===== src/rtl/bcd_count_streamer.sv =====
// bcd_count_streamer: multi-digit BCD up/down counter with parallel load and a
// digit-serial snapshot port that streams the count MSD first under valid/ready.
module bcd_count_streamer #(
    parameter int unsigned DIGITS = 2
) (
    input  logic                  clk,
    input  logic                  rst,
    input  logic                  en,
    input  logic                  up_dn,
    input  logic                  load,
    input  logic [4*DIGITS-1:0]   load_val,
    input  logic                  snap,
    output logic [4*DIGITS-1:0]   count,
    output logic                  tc,
    output logic                  load_err,
    output logic                  busy,
    output logic                  dig_valid,
    input  logic                  dig_ready,
    output logic [3:0]            dig_data,
    output logic                  dig_last
);
    localparam int unsigned W  = 4 * DIGITS;
    localparam int unsigned IW = (DIGITS > 1) ? $clog2(DIGITS) : 1;

    typedef enum logic {
        IDLE,
        SEND
    } state_t;

    logic [W-1:0]  count_q, count_d;
    logic          tc_q, tc_d;
    logic          load_err_q, load_err_d;
    state_t        state_q, state_d;
    logic [W-1:0]  shadow_q, shadow_d;
    logic [IW-1:0] idx_q, idx_d;

    // Ripple carry/borrow through the digits; a carry out of the MSD is the wrap.
    always_comb begin : count_next
        logic       carry;
        logic [3:0] dig;
        count_d    = count_q;
        tc_d       = 1'b0;
        load_err_d = 1'b0;
        carry      = 1'b0;
        dig        = '0;
        if (load) begin
            for (int unsigned k = 0; k < DIGITS; k++) begin
                dig = load_val[4*k +: 4];
                if (dig > 4'd9) begin
                    count_d[4*k +: 4] = '0;
                    load_err_d        = 1'b1;
                end else begin
                    count_d[4*k +: 4] = dig;
                end
            end
        end else if (en) begin
            carry = 1'b1;
            for (int unsigned k = 0; k < DIGITS; k++) begin
                dig = count_q[4*k +: 4];
                if (carry) begin
                    if (up_dn) begin
                        if (dig == 4'd9) begin
                            dig = 4'd0;
                        end else begin
                            dig   = dig + 4'd1;
                            carry = 1'b0;
                        end
                    end else begin
                        if (dig == 4'd0) begin
                            dig = 4'd9;
                        end else begin
                            dig   = dig - 4'd1;
                            carry = 1'b0;
                        end
                    end
                end
                count_d[4*k +: 4] = dig;
            end
            tc_d = carry;
        end
    end

    // Snapshot takes the pre-update count so it matches what count shows this cycle.
    always_comb begin : stream_next
        state_d  = state_q;
        shadow_d = shadow_q;
        idx_d    = idx_q;
        case (state_q)
            IDLE: begin
                if (snap) begin
                    state_d  = SEND;
                    shadow_d = count_q;
                    idx_d    = IW'(DIGITS - 1);
                end
            end
            SEND: begin
                if (dig_ready) begin
                    if (idx_q == '0) begin
                        state_d = IDLE;
                    end else begin
                        idx_d = idx_q - IW'(1);
                    end
                end
            end
        endcase
    end

    always_ff @(posedge clk) begin
        if (rst) begin
            count_q    <= '0;
            tc_q       <= 1'b0;
            load_err_q <= 1'b0;
            state_q    <= IDLE;
            shadow_q   <= '0;
            idx_q      <= '0;
        end else begin
            count_q    <= count_d;
            tc_q       <= tc_d;
            load_err_q <= load_err_d;
            state_q    <= state_d;
            shadow_q   <= shadow_d;
            idx_q      <= idx_d;
        end
    end

    assign count     = count_q;
    assign tc        = tc_q;
    assign load_err  = load_err_q;
    assign busy      = (state_q == SEND);
    assign dig_valid = (state_q == SEND);
    assign dig_data  = (state_q == SEND) ? 4'(shadow_q >> {idx_q, 2'b00}) : '0;
    assign dig_last  = (state_q == SEND) && (idx_q == '0);

endmodule


===== config.mk =====
export PLATFORM = sky130hd
export DESIGN_NAME = bcd_count_streamer
export DESIGN_NICKNAME = d
export VERILOG_FILES = /design/src/rtl/bcd_count_streamer.sv
export SDC_FILE = /design/constraint.sdc
export NUM_CORES = 1
export LEC_CHECK = 0
export ABC_CLOCK_PERIOD_IN_PS = 2200
export CAP_MARGIN = 5
export CORE_MARGIN = 8
export CORE_UTILIZATION = 48
export CTS_CLUSTER_DIAMETER = 60
export DETAILED_ROUTE_END_ITERATION = 12
export GPL_TIMING_DRIVEN = 0
export PLACE_DENSITY = 0.84
export SYNTH_ARGS = -nofsm -noshare
export SYNTH_HDL_FRONTEND = slang
export SYNTH_SLANG_ARGS = --single-unit

===== constraint.sdc =====
create_clock -name clk -period 2.2 [get_ports clk]
set_clock_uncertainty 0.2 [all_clocks]
set_input_delay 0.44 -clock clk [delete_from_list [all_inputs] [get_ports clk]]
set_output_delay 0.44 -clock clk [all_outputs]
set_load 0.02 [all_outputs]

==> results_dict.tcl, run 1 <==
set metrics [dict create \
    wl_mm 2.94 \
    hpwlAfterDp_mm 2.25 \
    finalCritPeriodShare 0.961 \
    min_from "shadow_q[2]$_SDFFE_PP0P_" \
    dieArea_um2 4500 \
    htree_levels 1 \
    die_w_um 67.1 \
    p_clk_frac 0.218 \
    num_vias 1208 \
    yosysUniqueCellTypes 43 \
    maxCapViolations 0 \
    ios 32 \
    numPortBuffers 28 \
    core.rowCount 18 \
    worstRegToRegCells 4 \
    endpoint_kind "output port" \
    hold_class "reg2reg" \
    holdBufCountCts 0 \
    p_sw_mw 0.243 \
    crit_chain "clkdlybuf4s50_1" \
    arrival_ns 1.47 \
    fin_crit_ns 2.11 \
    crit_start "count[3]$_SDFFE_PP0P_" \
    status "complete, no violations" \
    synth-edff-count 0 \
    tightest_slew_ns 0.481 \
    clock_latency_ns 0.30 \
    synth.avg_cell_area_um2 7.92 \
    yosysWarnings 0 \
    synthArstFlopShare 0 \
    met2_length_mm 1.38 \
    routed.top_layer "met4" \
    drc 0 \
    antenna_cells 0 \
    hold_depth 2 \
    cp_slowest_cell "clkdlybuf4s50_1" \
    path_class "reg2out" \
    postCtsSetupBuffers 0 \
    dr.pass1.iters 4 \
    grt_antenna_before_repair 0 \
    ant_nets 0 \
    rsz0062_at_grt "no" \
    finalSetupViolCount 0 \
    grt_pass1_wl_mm 5.16 \
    cts_buffers 3 \
    worstPathMaxFanout 8 \
    cts_root_buffer "clkbuf_4" \
    synthesis.area_um2 1250 \
    leakage_nw 0.635 \
    clock-sinks 20 \
    chipHeight_um 67.1 \
    grt_pass1_vias 1203 \
    wl_met1_mm 1.39 \
    yosysSeqAreaShare 0.320 \
    clkTransAtPathRegs_ns 0.11 \
    grt_max_degree 12 \
    whs_endpoint "shadow_q[2]$_SDFFE_PP0P_" \
    viasPerCell 5.54 \
    cp_slowest_stage_delay_ns 0.67 \
    cp.buffers_inverters 1 \
    start_util 0.505 \
    synthCells 158 \
    routedWlPerCell_um 13.5 \
    p_int_mw 0.552 \
    synth_nets 173 \
    start_kind "flop" \
    gr-total-overflow 0 \
    final_max_slew_viol_count 0 \
    power_density_nw_per_um2 496 \
    hold_viol 0 \
    reg2reg_from "count[3]$_SDFFE_PP0P_" \
    r2r_slack_ns 0.49 \
    slew_headroom 0.680 \
    fin_nets 205 \
    fmax_mhz 473 \
    swShare 0.306 \
    path_delay_family "buffers and inverters" \
    clockBufferDepth 2 \
    drive_above_1_share 0.112 \
    met3_length_um 156 \
    synthFlopType "dfxtp_1" \
    areaGrowthSynthToFinish_pct 28.1 \
    reg2reg_to "count[5]$_SDFFE_PP0P_" \
    drt_iter0_markers 70 \
    p_seq_frac 0.500 \
    gp_congestion 0.846 \
    max-vdd-ir-drop_mv 0.468 \
    core-area_um2 2480 \
    cts_tree "yes" \
    grt_usage 0.138 \
    ys_ff_latch 20 \
    p_comb_frac 0.282 \
    utilization 0.647 \
    holdWs_ns 0.261 \
    critPathRequiredTime_ns 1.56 \
]
-- sequential cells by signal (all words and copies together) (netlist names) --
signal	count
shadow_q	8
idx_q	1
busy	1
count	8
load_err	1
tc	1
-- stage by stage --
stage / instances / setup TNS, ns / total power, mW / area, um^2 / setup WS [ns]
after detailed placement: 216 / -0.000684 / 0.630 / 1570 / -0.000684
after global placement: 216 / 0 / 0.624 / 1570 / 0.0343
after global routing: 218 / 0 / 0.837 / 1600 / 0.0324
final: 218 / 0 / 0.795 / 1600 / 0.0851
after floorplan: 158 / 0 / 0.550 / 1250 / 0.490
after CTS: 218 / 0 / 0.797 / 1590 / 0.00122
-- area by class of cell --
cell class | instances | area (um^2)
Multi-Input combinational cell | 119 | 748
Buffer | 17 | 95.1
Sequential cell | 20 | 403
Inverter | 1 | 3.75
Timing Repair Buffer | 28 | 293
Fill cell | 237 | 875
Clock buffer | 3 | 22.5
Tap cell | 30 | 37.5
-- synth_stat cells, types with 4 or more instances --
cell type / count / area, um^2
a21oi_1: 17 / 85.1
buf_2: 4 / 20.0
clkbuf_1: 7 / 26.3
dfxtp_1: 20 / 400
mux2i_1: 4 / 40.0
nand2_1: 20 / 75.1
nand2b_1: 7 / 43.8
nor2_1: 10 / 37.5
nor2b_1: 7 / 43.8
o21ai_0: 6 / 30.0
xnor2_1: 5 / 43.8
-- how the worst max path moves through the flow --
stage | end | depth (start not counted) | slack, ns
CTS | dig_data[0] | 3 | 0.001
floorplan | count[2]$_SDFFE_PP0P_ | 5 | 0.49
global placement | count[0]$_SDFFE_PP0P_ | 4 | 0.03
detailed placement | shadow_q[1]$_SDFFE_PP0P_ | 4 | -0.0007
global route | count[3] | 1 | 0.03
finish | count[3] | 1 | 0.09
-- timing repair --
| action | CTS | global route |
|---|---|---|
| pin swaps | 0 | 0 |
| endpoints found under the setup margin | 5 | 5 |
| cloned | 0 | 0 |
| gates resized for setup | 2 | 5 |
-- routing by layer --
metal,up-vias,global-route usage
met4,0,0.0261
met5,-,0
met1,553,0.165
met2,38,0.246
met3,4,0.0302
li1,613,-
-- kinds of logic (layout without fill, tap and decap cells) --
kind of cell	count (synthesis)	in the layout	share of synthesized area
buffers and inverters	19	49	0.0820
XOR/XNOR	7	7	0.0490
multiplexers	5	5	0.0410
flip-flops	20	20	0.320
AO/OA/AOI/OAI	42	42	0.219
AND/OR/NAND/NOR	65	65	0.289
-- cell usage in the layout (no fill, tap or decap), types with 4 or more instances in the layout --
cell type and n:
a21oi_1 17, buf_2 4, clkbuf_1 6, clkdlybuf4s50_1 23
dfxtp_1 18, dlymetal6s2s_1 5, mux2i_1 4, nand2_1 20
nand2b_1 7, nor2_1 10, nor2b_1 7, o21ai_0 6
xnor2_1 5
-- power by group through the flow --
stage / Clock [mW] / Sequential (mW) / Combinational (mW)
CTS: 0.174 / 0.397 / 0.226
global route: 0.189 / 0.401 / 0.247
floorplan: 0 / 0.414 / 0.136
finish: 0.174 / 0.397 / 0.224
global placement: 0 / 0.401 / 0.223
detailed placement: 0 / 0.402 / 0.228
(Power assumes the default switching activity.)
==> run 2, diff against run 1 <==
SKIP_LAST_GASP = 1   (was default)
==> results of run 2 <==
Final layout, timing and power as in run 1 (identical DEF).
==> run 3, diff against run 2 <==
ABC_AREA = 1   (was default)
==> results_dict.tcl, run 3 <==
set metrics [dict create \
    synthFlopType "dfxtp_1" \
    final_common_cell "nand2_1" \
    worstRegToRegCells 9 \
    grt_antenna_before_repair 0 \
    p_comb_frac 0.303 \
    drt_iter0_markers 63 \
    yosysWarnings 0 \
    cts_buffers 3 \
    cts_resized 3 \
    mostFrequentLayoutCells "nand2_1, nor2_1, clkdlybuf4s50_1, o21ai_0, dfxtp_1" \
    clkTransAtPathRegs_ns 0.12 \
    place_inst 250 \
    grt_pass1_vias 1206 \
    yosys-top-cells-area "dfxtp_1, nand2_1, nor2_1" \
    wl_mm 2.91 \
    fin_cells 254 \
    max-vdd-ir-drop_mv 0.389 \
    synthCells 190 \
    chipHeight_um 66.4 \
    p_int_mw 0.615 \
    hold_viol 0 \
    synth-adder-area-share 0 \
    die_w_um 66.4 \
    arrival_ns 1.46 \
    maxCapViolations 0 \
    dr.pass1.iters 4 \
    num_vias 1293 \
    clock-sinks 20 \
    synth_area_leader_cell "dfxtp_1" \
    critPathRequiredTime_ns 1.56 \
    areaGrowthSynthToFinish_pct 31.6 \
    path_delay_family "buffers and inverters" \
    r2r_slack_ns 0.68 \
    p_clk_frac 0.238 \
    grt_usage 0.141 \
    viasPerCell 5.09 \
    fin_area_um2 1610 \
    worstPathMaxFanout 7 \
    dieArea_um2 4410 \
    ant_nets 0 \
    reg2reg_to "count[6]$_SDFFE_PP0P_" \
    cp_slowest_cell "clkdlybuf4s50_1" \
    power_density_nw_per_um2 571 \
    drc 0 \
    p_seq_frac 0.459 \
    numPortBuffers 30 \
    synth.most_common_cell "nand2_1" \
    yosysSeqAreaShare 0.328 \
    synth-compound-area-share 0.228 \
    finalCritPeriodShare 0.956 \
    hpwlAfterDp_mm 2.27 \
    postCtsSetupBuffers 0 \
    leakage_nw 0.767 \
    clockBufferDepth 2 \
    clock_latency_ns 0.31 \
    num-fill-cells 216 \
    crit_chain "clkdlybuf4s50_1" \
    cts_root_buffer "clkbuf_4" \
    ios 32 \
    cts_tree "yes" \
    synthArstFlopShare 0 \
    grt_pass1_wl_mm 5.11 \
    finalSetupViolCount 0 \
    tightest_slew_ns 0.361 \
    core-area_um2 2430 \
    status "complete, no violations" \
    min_from "load" \
    grt_max_degree 12 \
    endpoint_kind "output port" \
    synth_nets 205 \
    slew_headroom 0.759 \
    synth_simple_gate_area_frac 0.325 \
    netlist_top_cells_count "nand2_1, nor2_1, dfxtp_1, o21ai_0" \
    fmax_mhz 475 \
    drive_above_1_share 0.143 \
    path_class "reg2out" \
    netlist.area_leader.share 0.328 \
    synth-edff-count 0 \
    core.rowCount 18 \
    antenna_cells 0 \
    fin_crit_ns 2.10 \
    p_sw_mw 0.302 \
    rsz0062_at_grt "no" \
    ys_ff_latch 20 \
    final_max_slew_viol_count 0 \
    routedWlPerCell_um 11.5 \
    htree_levels 1 \
    yosysUniqueCellTypes 24 \
    hold_depth 3 \
    fin_setup_tns_ns 0 \
    synth-xor-area-share 0 \
    gr-total-overflow 0 \
    fin_nets 240 \
    reg2reg_from "count[3]$_SDFFE_PP0P_" \
    whs_endpoint "count[0]$_SDFFE_PP0P_" \
    holdWs_ns 0.253 \
    swShare 0.329 \
    synth_top_family_by_area "simple AND/OR/NAND/NOR gates" \
    cp.buffers_inverters 1 \
    start_kind "flop" \
    synthesis.area_um2 1220 \
    hold_class "in2reg" \
    cp_slowest_stage_delay_ns 0.66 \
    gp_congestion 0.854 \
    synth_mux_area_frac 0 \
    post_dp_cell_area_um2 1560 \
    start_util 0.502 \
    holdBufCountCts 0 \
    synth.avg_cell_area_um2 6.42 \
]
-- run 3: through the flow --
step,total power [mW],setup slack [ns],util
final,0.917,0.0967,0.660
after global routing,0.977,0.0381,0.660
after CTS,0.922,0.0198,0.656
after detailed placement,0.707,0.0871,0.640
after global placement,0.705,0.0815,0.640
after floorplan,0.603,0.596,-
-- run 3: logic make-up after synthesis --
kind of cell	Yosys count
simple gates	90
compound gates	50
buf+inv	30
flops	20
-- run 3: per-layer routing --
layer	vias to the layer above	GRT usage	share of wire
met1	567	0.174	0.51
li1	691	-	-
met5	-	0	0
met4	0	0.0347	0.0093
met2	30	0.229	0.43
met3	5	0.0475	0.051
-- run 3: how the worst max path moves through the flow --
stage                                startpoint                  endpoint  slack (ns)  cells after the start
after floorplan                 busy$_SDFF_PP0_               dig_data[0]        0.60                      2
after global placement                      rst  shadow_q[0]$_SDFFE_PP0P_        0.08                      5
after detailed placement                    rst  shadow_q[0]$_SDFFE_PP0P_        0.09                      5
after CTS                    idx_q$_SDFFE_PP0P_               dig_data[3]        0.02                      4
after global routing      count[3]$_SDFFE_PP0P_                  count[3]        0.04                      1
final                     count[5]$_SDFFE_PP0P_                  count[5]         0.1                      1
-- run 3: power groups by stage --
stage	combinational [mW]	clock, mW	sequential (mW)
global route	0.312	0.239	0.426
detailed placement	0.279	0	0.428
finish	0.278	0.218	0.421
floorplan	0.164	0	0.439
global placement	0.277	0	0.428
CTS	0.280	0.221	0.421
-- run 3: final cells by class --
type,count,area [um^2],area share
Timing Repair Buffer,30,309,0.193
Tap cell,30,37.5,0.0234
Inverter,22,82.6,0.0514
Buffer,8,62.6,0.0390
Sequential cell,20,403,0.251
Clock buffer,4,36.3,0.0226
Multi-Input combinational cell,140,674,0.420
-- run 3: worst min-delay path, stage by stage --
cell	delay (ns)
buf_4	0.14
o211ai_1	0.08
a21oi_1	0.06
